$ cat src/rtl/m65c02a_intc_pkg.sv
// Shared definitions for the M65C02A interrupt controller: register page addresses and service FSM states.
package m65c02a_intc_pkg;

  localparam logic [1:0] INTC_IER = 2'd0;
  localparam logic [1:0] INTC_EDG = 2'd1;
  localparam logic [1:0] INTC_IPR = 2'd2;
  localparam logic [1:0] INTC_VEC = 2'd3;

  typedef enum logic [1:0] {
    IDLE = 2'd0,
    REQ  = 2'd1,
    SVC  = 2'd2
  } intcState_t;

endpackage

$ cat src/rtl/m65c02a_intc_penc.sv
// Lowest-index-wins priority encoder (source 0 highest); purely combinational, 0 cycles.
// No flow control: Win is only meaningful while Any is high.
module m65c02a_intc_penc #(
  parameter int pNumSrc = 8
) (
  input  logic [pNumSrc-1:0] Act,
  output logic [2:0]         Win,
  output logic               Any
);

  // Scan from the top down so the lowest set bit is the last assignment.
  always_comb begin
    Win = 3'd0;
    for (int i = pNumSrc - 1; i >= 0; i--) begin
      if (Act[i]) Win = 3'(i);
    end
  end

  assign Any = |Act;

endmodule

$ cat src/rtl/m65c02a_intc.sv
// 8-source maskable IRQ controller driving M65C02A nIRQ; IntSrc->nIRQ 1 cycle level / 2 edge, +2 with M65C02A_INTC_SYNC_EN.
// No backpressure: register reads land in DO the cycle after Sel&RE; requests stay pending until acked or cleared.
module m65c02a_intc
  import m65c02a_intc_pkg::*;
#(
  parameter int   pNumSrc   = 8,
  parameter logic pLvlReset = 1'b0
) (
  input  logic               Clk,
  input  logic               Rst,
  input  logic               Sel,
  input  logic               WE,
  input  logic               RE,
  input  logic [1:0]         Addr,
  input  logic [7:0]         DI,
  output logic [7:0]         DO,
  input  logic [pNumSrc-1:0] IntSrc,
  output logic               nIRQ,
  output logic               InSvc
);

  logic [pNumSrc-1:0] src, srcD, ier, edg, edgeLat, ipr, act;
  logic [pNumSrc-1:0] w1c, ackClr, setMask;
  logic [2:0]         win, vecIdx;
  logic               any, regWr, regRd, vecRd, eoi, ack, nIrqNxt;
  logic [7:0]         vecVal, rdMux;
  intcState_t         state, stateNxt;

`ifdef M65C02A_INTC_SYNC_EN
  logic [pNumSrc-1:0] syncA, syncB;

  always_ff @(posedge Clk) begin
    if (Rst) begin
      syncA <= '0;
      syncB <= '0;
    end else begin
      syncA <= IntSrc;
      syncB <= syncA;
    end
  end

  assign src = syncB;
`else
  assign src = IntSrc;
`endif

  assign regWr = Sel & WE;
  assign regRd = Sel & RE;
  assign vecRd = regRd & (Addr == INTC_VEC);
  assign eoi   = regWr & (Addr == INTC_VEC);

  // Edge-mode bits show the sticky latch, level-mode bits follow the source live.
  assign ipr = (edg & edgeLat) | (~edg & src);
  assign act = ipr & ier;

  m65c02a_intc_penc #(.pNumSrc(pNumSrc)) u_penc (
    .Act (act),
    .Win (win),
    .Any (any)
  );

  always_comb begin
    stateNxt = state;
    nIrqNxt  = nIRQ;
    ack      = 1'b0;
    case (state)
      IDLE: begin
        nIrqNxt = ~any;
        if (any) stateNxt = REQ;
      end
      REQ: begin
        if (vecRd && any) begin
          stateNxt = SVC;
          nIrqNxt  = 1'b1;
          ack      = 1'b1;
        end else if (!any) begin
          stateNxt = IDLE;
          nIrqNxt  = 1'b1;
        end else begin
          nIrqNxt  = 1'b0;
        end
      end
      SVC: begin
        nIrqNxt = 1'b1;
        if (eoi) stateNxt = IDLE;
      end
      default: begin
        stateNxt = IDLE;
        nIrqNxt  = 1'b1;
      end
    endcase
  end

  always_comb begin
    ackClr = '0;
    if (ack) ackClr[win] = 1'b1;
  end

  assign w1c     = (regWr && (Addr == INTC_IPR)) ? DI[pNumSrc-1:0] : '0;
  assign setMask = edg & src & ~srcD;

  // While in service the vector register reports the acknowledged source, not the current winner.
  assign vecVal = (state == SVC) ? {1'b1, 4'b0000, vecIdx} : {any, 4'b0000, win};

  always_comb begin
    rdMux = 8'h00;
    case (Addr)
      INTC_IER: rdMux = 8'(ier);
      INTC_EDG: rdMux = 8'(edg);
      INTC_IPR: rdMux = 8'(ipr);
      INTC_VEC: rdMux = vecVal;
      default:  rdMux = 8'h00;
    endcase
  end

  always_ff @(posedge Clk) begin
    if (Rst) begin
      ier     <= '0;
      edg     <= {pNumSrc{pLvlReset}};
      edgeLat <= '0;
      srcD    <= '0;
      DO      <= 8'h00;
      nIRQ    <= 1'b1;
      state   <= IDLE;
      vecIdx  <= 3'd0;
    end else begin
      srcD    <= src;
      // A new edge in the same cycle as a clear keeps the request pending.
      edgeLat <= (edgeLat & ~(w1c | ackClr)) | setMask;
      nIRQ    <= nIrqNxt;
      state   <= stateNxt;
      if (regWr && (Addr == INTC_IER)) ier <= DI[pNumSrc-1:0];
      if (regWr && (Addr == INTC_EDG)) edg <= DI[pNumSrc-1:0];
      if (regRd) DO <= rdMux;
      if (ack) vecIdx <= win;
    end
  end

  assign InSvc = (state == SVC);

endmodule
$ cat config.mk
export PLATFORM = sky130hd
export DESIGN_NAME = m65c02a_intc
export DESIGN_NICKNAME = d
export VERILOG_FILES = /design/src/rtl/m65c02a_intc_pkg.sv /design/src/rtl/m65c02a_intc_penc.sv /design/src/rtl/m65c02a_intc.sv
export SDC_FILE = /design/constraint.sdc
export NUM_CORES = 1
export LEC_CHECK = 0
export ABC_AREA = 1
export BUFFER_PORTS_ARGS = -buffer_cell sky130_fd_sc_hd__buf_2
export CAP_MARGIN = 10
export CORE_MARGIN = 2
export CORE_UTILIZATION = 35
export CTS_BUF_LIST = sky130_fd_sc_hd__clkbuf_4 sky130_fd_sc_hd__clkbuf_8 sky130_fd_sc_hd__clkbuf_16
export DETAILED_ROUTE_END_ITERATION = 10
export GPL_TIMING_DRIVEN = 0
export PLACE_DENSITY = 0.58
export SLEW_MARGIN = 20
export SYNTH_ARGS = -nofsm -noshare
export SYNTH_HDL_FRONTEND = slang
export SYNTH_SLANG_ARGS = --single-unit
$ cat constraint.sdc
create_clock -name Clk -period 1.5 [get_ports Clk]
set_input_delay 0 -clock Clk [delete_from_list [all_inputs] [get_ports Clk]]
set_output_delay 0 -clock Clk [all_outputs]
set_load 0.02 [all_outputs]
==> results.py <==
metrics = {
    "synthesis": {
        "syn_avg_cell_area_um2": 7.24,
        "synthFlopType": "dfxtp_1",
        "synthesis.nets": 327,
        "yosysSeqAreaShare": 0.419,
        "yosysWarnings": 0,
        "netlist_instances": 304,
        "netlist.area_leader.share": 0.419,
        "netlist-cell-type-count": 30,
        "synth_common_cells": "nand2_1 (62), nor2_1 (48), dfxtp_1 (46)",
        "synthArstFlopShare": 0,
        "yosysMostFrequentCell": "nand2_1",
        "yosys_register_bits": 46,
        "synthesis.area_mm2": 0.00220,
        "synth_edf_count": 0,
        "netlist_top_cells_area": "dfxtp_1 (42%), nand2_1 (11%), nor2_1 (8.2%)",
        "synth_area_leader_cell": "dfxtp_1",
    },
    "global_route": {
        "met2_usage": 0.302,
        "track_usage": 0.181,
        "grt_max_degree": 14,
        "grt_pass1_wl_um": 10100,
        "grt_pass1_vias": 2131,
        "use_met1": 0.233,
        "grt_use_met3": 0.0298,
        "grt_busiest_layer": "met2",
        "grt_antenna_before_repair": 0,
        "gr-total-overflow": 0,
    },
    "timing": {
        "fin_crit_sh": 1.04,
        "final-setup-viol-count": 10,
        "worst_pin_slew_ns": 0.747,
        "timing.fmax_mhz": 639,
        "max_slew_margin": 0.500,
        "finalHoldViolations": 0,
        "worst_hold_slack_ns": 0.0116,
        "slew_viol_final": 0,
        "fin_crit_ns": 1.56,
        "finalSetupTns_ns": -0.514,
        "rsz0062_at_grt": "true",
        "finClkSkew_ns": 0.00622,
        "worst_slack_ns": -0.0641,
    },
    "critical_path": {
        "rr_worst_depth": 13,
        "criticalPathCategory": "flop to flop",
        "crit_top_cell": "nand2_4",
        "cp_slowest_stage_delay_ns": 0.36,
        "r2r_start": "edg[7]",
        "worstPathCellList": "inv_2 -> nand2_2 -> nand2_4 -> o21ai_4 -> nor2_4 -> nand2_4 -> nand3_4 -> inv_4 -> nand2_4 -> nor2_4 -> nand2_2 -> nand3_2 -> o21ai_1",
        "critPathBufInv": 2,
        "crit_family": "simple AND/OR/NAND/NOR gates",
        "path_max_fanout": 5,
        "crit_path_end_kind": "flop",
        "cp.required_ns": 1.70,
        "startpoint_type": "flop",
        "critPathSlowestCell": "dfxtp_2",
        "reg2reg_slack_ns": -0.06,
        "timing.rr.end": "edgeLat[2]",
        "arrival_ns": 1.76,
    },
    "power_and_ir_drop": {
        "vdd_ir_drop_max_mv": 0.568,
        "p_leak_nw": 1.29,
        "cellPowerDensity_mw_per_mm2": 840,
    },
    "hold_path": {
        "min_to": "ier[7]",
        "min_from": "DI[7]",
        "hold_class": "input port to flop",
        "hold_depth": 3,
    },
    "clocking": {
        "htreeDepth": 2,
        "cts_max_path_buffers": 2,
        "ctsRootBufferMaster": "clkbuf_8",
        "cts_tree": "yes",
        "cts_buffers": 5,
        "cts_sinks": 46,
        "clk_pin_slew_worst_paths_ns": 0.09,
        "clock_latency_ns": 0.30,
    },
    "run_status": {
        "violations": "setup timing",
        "status": "finished, violations left",
    },
    "placement": {
        "finalWeightedCongestion": 0.897,
        "pre_cts_ws_ns": -0.0858,
        "post_dp_cell_area_mm2": 0.00245,
        "port_buffers": 32,
        "dp_hpwl_um": 4200,
    },
    "final_layout": {
        "fin_nets": 393,
        "fin_area_mm2": 0.00299,
        "fin_util": 0.499,
        "antenna_cells": 0,
        "n_fill_cell": 604,
        "drive_gt1_frac": 0.345,
        "area_growth_pct": 35.8,
    },
    "floorplanning": {
        "die-area_mm2": 0.00693,
        "num_io_pins": 33,
        "rows": 28,
        "die_w_um": 83.3,
        "die_h_um": 83.3,
        "initial_core_util": 0.367,
        "core-area_mm2": 0.00599,
    },
    "drt": {
        "dr.first_iter.drc_count": 157,
        "viasPerCell": 4.98,
        "wire_per_inst_um": 13.9,
        "drt-total-wl_um": 6210,
        "dr.pass1.iters": 4,
        "drc": 0,
        "ant_nets": 0,
        "num_vias": 2221,
    },
    "run": {
        "maxCapViolCount": 0,
    },
}
## power breakdown
group	switching [W]	internal (W)	total, W
Sequential	0.0000293	0.00126	0.00129
Combinational	0.000243	0.000157	0.000400
Clock	0.000426	0.000391	0.000817
## kinds of logic after synthesis
| logic type | share of synthesized area |
|---|---|
| AND/OR/NAND/NOR | 0.312 |
| AO/OA/AOI/OAI | 0.196 |
| flip-flops | 0.419 |
| buffers and inverters | 0.0739 |
## cell type report
cell class	count	area [um2]	area share
Sequential cell	46	940	0.314
Multi-Input combinational cell	217	1280	0.429
Timing Repair Buffer	59	410	0.137
Buffer	5	27.5	0.00921
Tap cell	75	93.8	0.0314
Inverter	36	140	0.0469
Clock buffer	7	90.1	0.0302
Clock inverter	1	5.00	0.00168
## per-layer routing
metal  vias up  routed length, um
met5         -                  0
met4         0                172
met3        17                213
met2        51               2940
met1      1032               2890
li1       1121                  -
## cells in the final DEF, fill, tap and decap left out, drive strengths merged, types with 9 or more instances in the layout
cell type    count
o21ai           40
dfxtp           46
clkbuf          10
inv             36
buf             45
nand2           75
a21oi           21
nor2            56
dlygate4sd3     16
nand3            9
## worst max-delay path by stage
stage / endpoint / from / depth (start not counted) / slack [ns]
detailed placement: edgeLat[3] / edgeLat[5] / 13 / -0.09
floorplan: DO[2] / state[1] / 8 / 0.02
CTS: edgeLat[2] / edg[7] / 13 / -0.04
finish: edgeLat[2] / edg[7] / 13 / -0.06
global placement: edgeLat[5] / edg[2] / 13 / -0.08
global route: edgeLat[2] / edg[7] / 13 / -0.17
## tightest hold or removal path, delay by kind of cell
kind	cells	cell delay, ns
compound gates	2	0.17
buf+inv	1	0.11
## sequential cells by signal, summed over array words and instances, names as in the netlist
signal / count
srcD: 8
nIRQ: 1
edgeLat: 8
edg: 8
ier: 8
DO: 8
vecIdx: 3
state: 2
## timing repair
action,in CTS,in global routing
hold buffers,16,0
buffers inserted,9,4
setup endpoints to repair,11,14
resized for setup,24,34
pin swaps,10,16
endpoints found under the hold margin,16,0
## through the flow
stage,power (W),std cells
after floorplan,0.00152,304
after global placement,0.00163,411
after detailed placement,0.00163,411
after CTS,0.00250,444
after global routing,0.00263,446
final,0.00251,446
No activity file was read; power rests on OpenSTA's default activity.
